[config.mk]
export PLATFORM = sky130hd
export DESIGN_NAME = kick_commander
export DESIGN_NICKNAME = d
export VERILOG_FILES = /design/src/rtl/kick_pkg.sv /design/src/rtl/ir_debounce.sv /design/src/rtl/kick_commander.sv
export SDC_FILE = /design/constraint.sdc
export NUM_CORES = 1
export LEC_CHECK = 0
export CAP_MARGIN = 20
export CORE_ASPECT_RATIO = 1.5
export CORE_MARGIN = 5
export CORE_UTILIZATION = 58
export DETAILED_ROUTE_END_ITERATION = 7
export PLACE_DENSITY = 0.8
export SLEW_MARGIN = 25
export SYNTH_ARGS = -nofsm -noshare
export SYNTH_HDL_FRONTEND = slang
export SYNTH_SLANG_ARGS = --single-unit
[constraint.sdc]
create_clock -name clk -period 3.1 [get_ports clk]
set_clock_uncertainty 0.05 [all_clocks]
set_input_delay 0.62 -clock clk [delete_from_list [all_inputs] [get_ports clk]]
set_output_delay 0.62 -clock clk [all_outputs]
set_load 0.02 [all_outputs]
[src/rtl/kick_pkg.sv]
// Shared types and helpers for the kick commander: FSM states, outcome codes
// and the strength-to-kick_time mapping expected by the kicker board.
package kick_pkg;

    typedef enum logic [2:0] {
        ST_IDLE      = 3'd0,
        ST_ARM       = 3'd1,
        ST_FIRE      = 3'd2,
        ST_WAIT_TRIG = 3'd3,
        ST_COOLDOWN  = 3'd4
    } state_t;

    typedef enum logic [1:0] {
        STS_KICKED       = 2'b00,
        STS_NO_BALL      = 2'b01,
        STS_TRIG_TIMEOUT = 2'b10,
        STS_INVALID      = 2'b11
    } status_t;

    localparam int unsigned STRENGTH_MIN = 1;
    localparam int unsigned STRENGTH_MAX = 11;
    localparam int unsigned CNT_W        = 21;

    function automatic logic strength_legal(input logic [3:0] s);
        return (s >= 4'(STRENGTH_MIN)) && (s <= 4'(STRENGTH_MAX));
    endfunction

    // The kicker decodes these patterns directly; 4 is deliberately five ones.
    function automatic logic [6:0] encode_strength(input logic [3:0] s);
        logic [6:0] code;
        case (s)
            4'd1:    code = 7'b0000001;
            4'd2:    code = 7'b0000011;
            4'd3:    code = 7'b0000111;
            4'd4:    code = 7'b0011111;
            4'd5:    code = 7'b1000000;
            4'd6:    code = 7'b1100000;
            4'd7:    code = 7'b1110000;
            4'd8:    code = 7'b1111000;
            4'd9:    code = 7'b1111100;
            4'd10:   code = 7'b1111110;
            4'd11:   code = 7'b1111111;
            default: code = 7'b0000000;
        endcase
        return code;
    endfunction

endpackage

[src/rtl/ir_debounce.sv]
// Ball-present sensor conditioning: two-flop synchronizer followed by a
// debouncer that flips only after IR_STABLE consecutive differing samples.
module ir_debounce #(
    parameter int unsigned IR_STABLE = 4
) (
    input  logic clk,
    input  logic rst_n,
    input  logic ir_i,
    output logic ir_deb_o
);

    localparam int unsigned CW = (IR_STABLE > 1) ? $clog2(IR_STABLE) : 1;

    logic          sync1_q;
    logic          sync2_q;
    logic          deb_q;
    logic [CW-1:0] cnt_q;

    always_ff @(posedge clk or negedge rst_n) begin
        if (!rst_n) begin
            sync1_q <= 1'b0;
            sync2_q <= 1'b0;
            deb_q   <= 1'b0;
            cnt_q   <= '0;
        end else begin
            sync1_q <= ir_i;
            sync2_q <= sync1_q;
            // cnt_q counts differing samples already seen; the next one commits.
            if (sync2_q == deb_q) begin
                cnt_q <= '0;
            end else if (cnt_q == CW'(IR_STABLE - 1)) begin
                deb_q <= sync2_q;
                cnt_q <= '0;
            end else begin
                cnt_q <= cnt_q + CW'(1);
            end
        end
    end

    assign ir_deb_o = deb_q;

endmodule

[src/rtl/kick_commander.sv]
// Kick sequencer: accepts a host kick command, waits for the ball, fires the
// kicker, waits for its discharge, cools down and reports one outcome.
module kick_commander
    import kick_pkg::*;
#(
    parameter int unsigned IR_TIMEOUT   = 1000000,
    parameter int unsigned TRIG_TIMEOUT = 2000000,
    parameter int unsigned COOLDOWN     = 500000,
    parameter int unsigned IR_STABLE    = 4
) (
    input  logic       clk,
    input  logic       rst_n,
    input  logic       cmd_valid,
    input  logic [3:0] cmd_strength,
    input  logic       cmd_abort,
    input  logic       ir,
    input  logic       trigger_in,
    output logic       cmd_ready,
    output logic       charge_flag,
    output logic [6:0] kick_time,
    output logic       done,
    output logic [1:0] status
);

    state_t           state_q,    state_d;
    logic [CNT_W-1:0] cnt_q,      cnt_d;
    logic [3:0]       strength_q, strength_d;
    status_t          status_q,   status_d;
    logic             done_q,     done_d;
    logic             charge_q,   charge_d;
    logic [6:0]       kick_q,     kick_d;
    logic             trig_prev_q;
    logic             ir_deb;
    logic [CNT_W-1:0] cnt_inc;

    ir_debounce #(
        .IR_STABLE (IR_STABLE)
    ) u_ir_debounce (
        .clk      (clk),
        .rst_n    (rst_n),
        .ir_i     (ir),
        .ir_deb_o (ir_deb)
    );

    // Saturating increment: a stuck counter is safer than a wrapped one.
    assign cnt_inc = (cnt_q == '1) ? cnt_q : cnt_q + CNT_W'(1);

    always_comb begin
        state_d    = state_q;
        cnt_d      = cnt_q;
        strength_d = strength_q;
        status_d   = status_q;
        done_d     = 1'b0;

        case (state_q)
            ST_IDLE: begin
                if (cmd_valid) begin
                    strength_d = cmd_strength;
                    cnt_d      = '0;
                    if (strength_legal(cmd_strength)) begin
                        state_d = ST_ARM;
                    end else begin
                        done_d   = 1'b1;
                        status_d = STS_INVALID;
                    end
                end
            end
            ST_ARM: begin
                if (cmd_abort) begin
                    state_d  = ST_IDLE;
                    done_d   = 1'b1;
                    status_d = STS_INVALID;
                end else if (ir_deb) begin
                    state_d = ST_FIRE;
                end else if (cnt_q >= CNT_W'(IR_TIMEOUT - 1)) begin
                    state_d  = ST_COOLDOWN;
                    status_d = STS_NO_BALL;
                    cnt_d    = '0;
                end else begin
                    cnt_d = cnt_inc;
                end
            end
            ST_FIRE: begin
                state_d = ST_WAIT_TRIG;
                cnt_d   = '0;
            end
            ST_WAIT_TRIG: begin
                if (trigger_in && !trig_prev_q) begin
                    state_d  = ST_COOLDOWN;
                    status_d = STS_KICKED;
                    cnt_d    = '0;
                end else if (cnt_q >= CNT_W'(TRIG_TIMEOUT - 1)) begin
                    state_d  = ST_COOLDOWN;
                    status_d = STS_TRIG_TIMEOUT;
                    cnt_d    = '0;
                end else begin
                    cnt_d = cnt_inc;
                end
            end
            ST_COOLDOWN: begin
                if (cnt_q >= CNT_W'(COOLDOWN - 1)) begin
                    state_d = ST_IDLE;
                    done_d  = 1'b1;
                end else begin
                    cnt_d = cnt_inc;
                end
            end
            default: begin
                state_d = ST_IDLE;
            end
        endcase

        // Outputs are registered from the next state so they line up with it.
        charge_d = (state_d == ST_FIRE) || (state_d == ST_WAIT_TRIG);
        kick_d   = charge_d ? encode_strength(strength_d) : 7'd0;
    end

    always_ff @(posedge clk or negedge rst_n) begin
        if (!rst_n) begin
            state_q     <= ST_IDLE;
            cnt_q       <= '0;
            strength_q  <= '0;
            status_q    <= STS_KICKED;
            done_q      <= 1'b0;
            charge_q    <= 1'b0;
            kick_q      <= '0;
            trig_prev_q <= 1'b0;
        end else begin
            state_q     <= state_d;
            cnt_q       <= cnt_d;
            strength_q  <= strength_d;
            status_q    <= status_d;
            done_q      <= done_d;
            charge_q    <= charge_d;
            kick_q      <= kick_d;
            trig_prev_q <= trigger_in;
        end
    end

    assign cmd_ready   = (state_q == ST_IDLE);
    assign charge_flag = charge_q;
    assign kick_time   = kick_q;
    assign done        = done_q;
    assign status      = status_q;

endmodule

==> qor.json <==
{
  "status": {"value": "finished, final reports clean"},
  "antenna_found_initial": {"value": 0},
  "hold_crit_class": {"value": "in -> async"},
  "max_slew_margin": {"value": 58.6, "unit": "%"},
  "fp-row-count": {"value": 30},
  "critical_path.cell_chain": {"value": "or3_4 -> nor2_1 -> or4b_4 -> and4b_1 -> nor4b_4 -> buf_4 -> nor2_1"},
  "timing.critical_path.arrival": {"value": 2.78, "unit": "ns"},
  "crit_type": {"value": "reg -> reg"},
  "setup.worst_path.end_class": {"value": "register"},
  "top_reg_cell_synth": {"value": "dfrtp_1"},
  "finalWeightedCongestion": {"value": 0.968},
  "instance_count_of_the_mapped_netlist": {"value": 273},
  "placedCellCount": {"value": 336},
  "groute.layer.met3.usage": {"value": 3.64, "unit": "%"},
  "syn_to_final_growth": {"value": 12.7, "unit": "%"},
  "post_synth_main_area_contributors": {"value": "dfrtp_1 43%, nor2_1 4.1%, xor2_1 3.7%, nand4_1 3.3%, nand2_1 3.0%"},
  "synthesis.yosys.warnings": {"value": 0},
  "fp.dieW": {"value": 65.0, "unit": "um"},
  "grt_remaining_overflow": {"value": 0},
  "grt_first_pass_wirelength": {"value": 10.9, "unit": "mm"},
  "most-common-layout-cells": {"value": "45 x dfrtp_1, 29 x nor2_1, 21 x nand2_1, 20 x clkdlybuf4s50_1, 14 x nand4_1"},
  "grt-busiest-layer": {"value": "met2"},
  "rsz0062_at_grt": {"value": "no"},
  "detailedRoute.firstIterationViolations": {"value": 139},
  "port-buffer-count": {"value": 21},
  "clock-sinks": {"value": 45},
  "gr-usage-all-layers": {"value": 22.9, "unit": "%"},
  "worst-slew-pin-transition": {"value": 0.617, "unit": "ns"},
  "via_count": {"value": 2211},
  "critical_path.max_stage_delay": {"value": 0.50, "unit": "ns"},
  "layout-drive-gt1-share": {"value": 10.8, "unit": "%"},
  "timing.critical_path.fanout_max": {"value": 8},
  "timing.final.crit_share": {"value": 85.2, "unit": "%"},
  "r2r-start": {"value": "cnt_q[8]"},
  "synth_async_sr_flop_share": {"value": 100, "unit": "%"},
  "critical_path.most_common_cell": {"value": "nor2_1"},
  "synthesis.area": {"value": 2630, "unit": "um^2"},
  "peakVddDrop": {"value": 602, "unit": "uV"},
  "timing.final.hold_violations": {"value": 0},
  "io-pin-count": {"value": 22},
  "critical_path_required": {"value": 3.24, "unit": "ns"},
  "antennaDiodeCount": {"value": 0},
  "cts.path.max_buffers": {"value": 2},
  "finish.cell_count_without_fillers": {"value": 344},
  "clk-insertion-delay-late": {"value": 0.30, "unit": "ns"},
  "timing.final.max_slew_violations": {"value": 0},
  "syn_area_per_cell": {"value": 9.63, "unit": "um^2"},
  "drv_cap": {"value": 0},
  "tns": {"value": 0, "unit": "ns"},
  "worstSetupStartpoint": {"value": "cnt_q[8]"},
  "synth.distinct_cells": {"value": 56},
  "wl": {"value": 6.08, "unit": "mm"},
  "first_pass_iters": {"value": 5},
  "post_cts.repair.setup_buffers": {"value": 0},
  "maximum_number_of_pins_on_one_net_before_global_route_repair": {"value": 46},
  "total_leakage_power": {"value": 0.00122, "unit": "uW"},
  "core_area": {"value": 4470, "unit": "um^2"},
  "initial_core_util": {"value": 58.9, "unit": "%"},
  "number_of_synthesized_flops_with_an_enable_pin": {"value": 0},
  "startpoint_type_of_the_worst_setup_path": {"value": "register"},
  "achievable-frequency": {"value": 379, "unit": "MHz"},
  "holdBufCountCts": {"value": 0},
  "post_drt_wl_per_cell": {"value": 17.7, "unit": "um"},
  "nets": {"value": 310},
  "finalSetupViolations": {"value": 0},
  "die_height": {"value": 92.5, "unit": "um"},
  "post_cts_resized": {"value": 0},
  "synth.yosys.seq_area_share": {"value": 42.8, "unit": "%"},
  "timing.critical_path.to": {"value": "cnt_q[17]"},
  "r2r-end": {"value": "cnt_q[17]"},
  "hpwlAfterDp": {"value": 4.55, "unit": "mm"},
  "final.hold.worst_slack": {"value": 0.253, "unit": "ns"},
  "design.die.area": {"value": 6010, "unit": "um^2"},
  "synthesized_flop_and_latch_total": {"value": 45},
  "synth.net_count": {"value": 288},
  "gr-usage-met1": {"value": 25.8, "unit": "%"},
  "min_period": {"value": 2.64, "unit": "ns"},
  "clock_transition_at_the_registers_of_the_reported_paths": {"value": 0.08, "unit": "ns"},
  "cts_max_level": {"value": 2},
  "remaining_drc_errors": {"value": 0},
  "grt_pass1_vias": {"value": 2382},
  "ctsRootBufferMaster": {"value": "clkbuf_8"},
  "tritoncts": {"value": "done"},
  "via_per_inst": {"value": 6.43},
  "power_per_cell_area": {"value": 766, "unit": "nW/um^2"},
  "route.antenna.remaining_nets": {"value": 0},
  "numCtsBuffers": {"value": 5},
  "grt.met2_usage": {"value": 40.6, "unit": "%"},
  "final_common_cell": {"value": "dfrtp_1"},
  "synth_top_area_cell": {"value": "dfrtp_1"},
  "synth_top_area_share": {"value": 42.8, "unit": "%"},
  "reg2reg_depth": {"value": 7},
  "reg2reg_setup_slack": {"value": 0.46, "unit": "ns"},
  "critical-path-slowest-cell": {"value": "or4b_4"}
}
[flip-flops by register name, summed over array words and instances, names as in the netlist]
name                    cells
u_ir_debounce.ir_deb_o      1
charge_flag                 1
trig_prev_q                 1
state_q                     3
done                        1
u_ir_debounce.sync1_q       1
status                      2
u_ir_debounce.sync2_q       1
strength_q                  4
u_ir_debounce.cnt_q         2
kick_time                   7
cnt_q                      21
[layer usage]
layer / wire length [um] / vias up
met4: 234 / 0
li1: - / 1037
met1: 2250 / 1068
met3: 290 / 20
met5: 0 / -
met2: 3310 / 86
[synth_stat cells (2+ instances only)]
library cell  instances
dfrtp_1              45
nor2_1               29
nand2_1              21
nand4_1              14
o21ai_0              13
nand3_1              11
xor2_1               11
nor3_1               10
a21oi_1               9
inv_1                 9
and2_1                7
buf_6                 6
mux2i_1               6
ha_1                  5
nand4b_1              5
o31ai_1               5
nand2b_1              4
or3_1                 4
or4_1                 4
and3_1                3
clkbuf_1              3
mux2_2                3
nor4_1                3
o22ai_1               3
a211oi_1              2
a21boi_0              2
buf_2                 2
clkbuf_2              2
o21ba_2               2
o2bb2ai_1             2
or2_2                 2
xnor2_1               2
[worst min path at each step]
stage | from | end | slack, ns | cells past startpoint
global route | rst_n | cnt_q[5] | 0.29 | 1
detailed placement | u_ir_debounce.sync1_q | u_ir_debounce.sync2_q | 0.30 | 0
CTS | u_ir_debounce.sync1_q | u_ir_debounce.sync2_q | 0.32 | 0
global placement | u_ir_debounce.sync1_q | u_ir_debounce.sync2_q | 0.30 | 0
finish | rst_n | cnt_q[8] | 0.25 | 1
floorplan | rst_n | charge_flag | 0.27 | 0
[stage by stage]
step / utilization (%) / worst slack (ns) / total power [uW] / cell area [um^2]
3_5_place_dp: 63.8 / 0.420 / 1830 / 2850
6_report: 66.3 / 0.459 / 2270 / 2960
3_3_place_gp: 63.8 / 0.476 / 1800 / 2850
2_1_floorplan: - / 0.487 / 1510 / 2630
5_1_grt: 66.3 / 0.252 / 2450 / 2960
4_1_cts: 66.2 / 0.467 / 2280 / 2960
[critical path, delay by kind of cell, from the launching register on]
family	cells	cell delay, ns
AND/OR/NAND/NOR	6	1.75
flip-flops	1	0.48
buffers and inverters	1	0.24
[where the power goes]
part / internal, uW / switching [uW] / total [uW] / leakage [uW]
Clock: 242 / 199 / 441 / 0.0000554
Combinational: 429 / 584 / 1010 / 0.000567
Sequential: 714 / 99.4 / 814 / 0.000593
[cell families (layout without fill, tap and decap cells)]
group / Yosys count / in the layout / synth area share [%]
xor gates and xnor gates: 13 / 13 / 4.33
muxes: 9 / 9 / 3.57
AOI/OAI and AO/OA: 50 / 50 / 14.2
buffers and inverters: 23 / 46 / 5.33
and+or+nand+nor: 128 / 128 / 27.3
adders and majority gates: 5 / 5 / 2.38
DFF: 45 / 45 / 42.8
[layout make-up]
cell class / instances / area, um^2
fillers: 374 / 1510
multi-input cells: 205 / 1360
flip-flops and latches: 45 / 1130
repair buffers: 29 / 268
clock buffers: 6 / 72.6
well taps: 48 / 60.1
clock inverters: 2 / 38.8
inverters: 9 / 33.8
Note: power is estimated with default switching activity, not from simulation.
==> edit 1 (same flow settings) <==
Reset style: synchronous (`rst_n`), changed in 2 clocked blocks.
--- a/src/rtl/ir_debounce.sv
+++ b/src/rtl/ir_debounce.sv
@@ -18,3 +18,3 @@
 
-    always_ff @(posedge clk or negedge rst_n) begin
+    always_ff @(posedge clk) begin
         if (!rst_n) begin
--- a/src/rtl/kick_commander.sv
+++ b/src/rtl/kick_commander.sv
@@ -117,3 +117,3 @@
 
-    always_ff @(posedge clk or negedge rst_n) begin
+    always_ff @(posedge clk) begin
         if (!rst_n) begin
Behaviour: differs if rst_n is asserted again (counterexample within 4 cycles, from zero or initial values and one cycle with rst_n low); with rst_n held inactive, the same outputs for 10 cycles.
==> edit 1 against the original RTL <==
- setup slack improved by 0.14 ns
- wire length increased by 7.9%
- core utilization increased by 1.7 points
- final area decreased by 1.6%
- area after synthesis decreased by 1.5%
- sequential cell count unchanged
- non-clock buffer count increased by 1
- register-to-register slack improved by 0.15 ns
- hold slack improved by 0.14 ns
- largest cell class unchanged
- die area decreased by 1.3%
Power is not compared: it rests on default switching activity, and its combinational part moved more than twofold at a synthesized area within 25%.
==> edit 1: results (changes against the original RTL) <==
Outcome - completed
Slowest CP cell - or4b_1
GRT Total Usage - 23.6% (+0.71 points)
Synthesized Nets - 333 (+16%)
DP Area - 2820 um2 (-0.88%)
Post-Place Cells - 371 (+10%)
Worst hold path type - reg -> reg
Largest fanout on the critical path - 11 (+3)
Routed length on met1 - 2.62 mm (+17%)
Nets@finish - 349 (+13%)
Met3 wire len - 325 um (+12%)
Post-synth ARST share - 0% (-100 points)
Met2 WL - 3.28 mm (-0.82%)
Fraction of layout cells with a size suffix above 1 - 9.31% (-1.5 points)
First-pass GRT wire length - 11.3 mm (+3.5%)
Final cell count without fillers - 379 (+10%)
Syn_area_per_cell - 8.20 um2 (-15%)
Post-DP HPWL - 4.78 mm (+5.2%)
Vias post-DR - 2495 (+13%)
Ys flop type - dfxtp_1
Top cells by area, synth - dfxtp_1 35%, nand2_1 5.2%, a21oi_1 4.3%
Reg-to-Reg Start - cnt_q[19]$_SDFFE_PN0P_
Pin count of the biggest net entering global routing - 16 (-65%)
Seq/Total Area, Yosys - 34.8% (-8.1 points)
Synth unique cells - 60 (+7.1%)
Max-slew headroom - 55.7% (-2.9 points)
edit 1: final timing paths:
| check | endpoint | slack, ns | depth (start not counted) |
|---|---|---|---|
| setup / recovery | cnt_q[5]$_SDFFE_PN0P_ | 0.60 | 7 |
| hold / removal | u_ir_debounce.cnt_q[0]$_SDFF_PP0_ | 0.39 | 1 |
| setup reg to reg | cnt_q[5]$_SDFFE_PN0P_ | 0.61 | 6 |
| hold reg to reg | u_ir_debounce.cnt_q[0]$_SDFF_PP0_ | 0.39 | 1 |
edit 1: cell families after synthesis:
logic type,synth area share (%)
adder cells (fa/ha/maj),3.38
flip-flops,34.8
multiplexers,2.42
buffers and inverters,5.85
AO/OA/AOI/OAI,22.4
XOR/XNOR,0.676
AND/OR/NAND/NOR,30.5
edit 1: cell type report:
| cell class | count | area [um2] |
|---|---|---|
| fill | 369 | 1370 |
| clock inverter | 3 | 21.3 |
| tap | 46 | 57.6 |
| timing repair buffer | 30 | 278 |
| sequential | 45 | 901 |
| multi-input combinational | 237 | 1540 |
| inverter | 13 | 48.8 |
| clock buffer | 5 | 68.8 |
edit 1: per-stage QoR:
step	setup slack, ns	util [%]
after floorplan	0.485	-
after global placement	0.389	65.9
after detailed placement	0.309	65.9
after CTS	0.617	68.0
after global routing	0.408	68.0
final	0.597	68.0
edit 1: power by group through the flow:
stage	Sequential [mW]	Clock (mW)	Combinational, mW
6_report	0.597	0.376	0.154
5_1_grt	0.599	0.407	0.172
4_1_cts	0.597	0.380	0.154
3_5_place_dp	0.611	0	0.152
3_3_place_gp	0.610	0	0.150
2_1_floorplan	0.612	0	0.0999
edit 1: routing by layer:
layer,up-vias,track usage (%)
met4,0,13.9
met2,91,40.8
met1,1153,26.6
met5,-,0
li1,1220,-
met3,31,4.52
edit 1: worst register-to-register path, stage by stage, from the launching register on:
cell	delay [ns]
dfxtp_1	0.40
and3_1	0.24
a31oi_1	0.30
a21oi_1	0.17
o32ai_4	0.59
or4b_1	0.49
a31oi_1	0.18
==> edit 2 (same flow settings) <==
Without the edit above. `IR_STABLE` is set to 4 in 2 places; all go to 8.
--- a/src/rtl/ir_debounce.sv
+++ b/src/rtl/ir_debounce.sv
@@ -3,3 +3,3 @@
 module ir_debounce #(
-    parameter int unsigned IR_STABLE = 4
+    parameter int unsigned IR_STABLE = 8
 ) (
--- a/src/rtl/kick_commander.sv
+++ b/src/rtl/kick_commander.sv
@@ -8,3 +8,3 @@
     parameter int unsigned COOLDOWN     = 500000,
-    parameter int unsigned IR_STABLE    = 4
+    parameter int unsigned IR_STABLE    = 8
 ) (
Function: changed (Yosys sat finds a counterexample within 10 cycles, from zero or initial values and one cycle with rst_n low).
==> edit 2 against the original RTL <==
- area after synthesis grew 3.0%
- setup slack better by 0.018 ns
- final area increased by 3.1%
- clock power shrank 12%
- power decreased by 4.8%
- sequential cell count increased by 1
- sequential share of layout area fell by 0.33 points
- highest routed layer unchanged
- critical path type unchanged
- critical path depth is the same
- wire length rose by 0.86%
- combinational power down 5%
- hold slack lost 0.00074 ns
==> edit 2: results (changes against the original RTL) <==
Internal power - 1.26 mW (-9.3%)
First-pass GRT wire length - 10.4 mm (-4.6%)
Leakage - 1.28 nW (+5.3%)
XOR/XNOR Fraction of Synth Area - 0.323% (-4.0 points)
Outcome - completed
Post-DP HPWL - 4.50 mm (-0.99%)
Met3 wire len - 270 um (-6.9%)
H-tree lvl count - 2 (unchanged)
Peak supply drop - 0.273 mV (-55%)
Post-CTS sizing - 0 (unchanged)
Met3 Use GR - 3.59% (-0.048 points)
Fraction of layout cells with a size suffix above 1 - 10.4% (-0.43 points)
Post-synth ARST share - 100% (unchanged)
Hold Slack - 0.252 ns (-0.000736 ns)
FF-to-FF setup slack - 0.48 ns (+0.02 ns)
Synth unique cells - 55 (-1.8%)
Post-synthesis adder-cell area fraction - 2.77% (+0.39 points)
Top cells by area, synth - dfrtp_1 42%, nand2_1 4.0%, nor2_1 3.7%
FF-to-FF End - cnt_q[4]$_DFFE_PN0P_
Total gr overflow - 0 (unchanged)
Pin count of the biggest net entering global routing - 47 (+2.2%)
Avg Vias per Cell - 6.16 (-4.1%)
Initial antenna violation count - 0 (unchanged)
Cts bufs inserted - 5 (unchanged)
Reg-to-Reg Start - cnt_q[11]$_DFFE_PN0P_
Post-synthesis mux area share - 4.53% (+0.96 points)
R2R depth - 7 (unchanged)
Wire length per cell - 16.1 um (-9.2%)
Final WL - 6.13 mm (+0.86%)
GR Layer Usage met1 - 22.9% (-2.8 points)
Max Buffers Root-to-Sink - 2 (unchanged)
Worst slack, placed - 0.252 ns (-0.167 ns)
GRT Total Usage - 21.9% (-1.0 points)
RD Place Congestion - 0.860 (-11%)
Pre-antenna DRT Iters - 4 (-1)
Antenna fix cells - 0 (unchanged)
Max reg flops - 21 (unchanged)
Post-Place Cells - 374 (+11%)
Largest fanout on the critical path - 17 (+9)
DP Area - 2960 um2 (+3.9%)
Routed length on met1 - 2.29 mm (+2.0%)
Max layer used - met4
PortBufs - 21 (unchanged)
Critical Path AT - 2.78 ns (about the same)
Syn Inst Count - 299 (+9.5%)
Clock slew at reported path FFs - 0.09 ns
Ys Warns - 0 (unchanged)
Seq/Total Area, Yosys - 42.5% (-0.34 points)
Vias in the first global route - 2350 (-1.3%)
DR iter-0 viols - 175 (+26%)
Layout fillers - 382 (+2.1%)
Grt met2 use - 40.5% (-0.15 points)
Worst-margin pin slew - 0.719 ns (+0.102 ns)
Synth Area in Compound Gates - 18.7% (+4.4 points)
Met2 WL - 3.35 mm (+1.2%)
Synthesized Nets - 315 (+9.4%)
Nets@finish - 333 (+7.4%)
Synth top cells by count - 46 x dfrtp_1, 29 x nand2_1, 27 x nor2_1, 20 x a21oi_1, 17 x o21ai_0
Ys flop type - dfrtp_1
==> edit 2: layout make-up <==
class                           count  area (um2)  share of cell area, %
Clock buffer                        5        68.8                   2.25
Clock inverter                      3        25.0                  0.819
Inverter                           15        56.3                   1.84
Multi-Input combinational cell    223        1430                   46.7
Sequential cell                    46        1150                   37.7
Tap cell                           64        80.1                   2.62
Timing Repair Buffer               26         245                   8.03
==> edit 2: power by group through the flow <==
stage | registers (mW) | logic, mW | clock network (mW)
finish | 0.809 | 0.963 | 0.386
global route | 0.823 | 1.07 | 0.413
CTS | 0.809 | 0.973 | 0.393
detailed placement | 0.821 | 0.970 | 0
global placement | 0.816 | 0.939 | 0
floorplan | 0.828 | 0.677 | 0
==> edit 2: worst max-delay path by stage <==
| stage | startpoint | end | slack [ns] | cells past startpoint |
|---|---|---|---|---|
| after floorplan | state_q[0]$_DFF_PN0_ | kick_time[0]$_DFF_PN0_ | 0.53 | 10 |
| after global placement | trigger_in | kick_time[4]$_DFF_PN0_ | 0.31 | 8 |
| after detailed placement | trigger_in | kick_time[6]$_DFF_PN0_ | 0.25 | 8 |
| after CTS | cnt_q[11]$_DFFE_PN0P_ | cnt_q[4]$_DFFE_PN0P_ | 0.46 | 7 |
| after global routing | cnt_q[11]$_DFFE_PN0P_ | cnt_q[2]$_DFFE_PN0P_ | 0.34 | 7 |
| final | cnt_q[11]$_DFFE_PN0P_ | cnt_q[4]$_DFFE_PN0P_ | 0.48 | 7 |
==> edit 2: critical path: stages, from the launching register on <==
cell and delay [ns]:
dfrtp_1 0.50, or4_1 0.59, a311o_1 0.33, o21ai_1 0.20, nor4b_4 0.34, nor3_2 0.08, buf_4 0.22, a2111oi_2 0.20
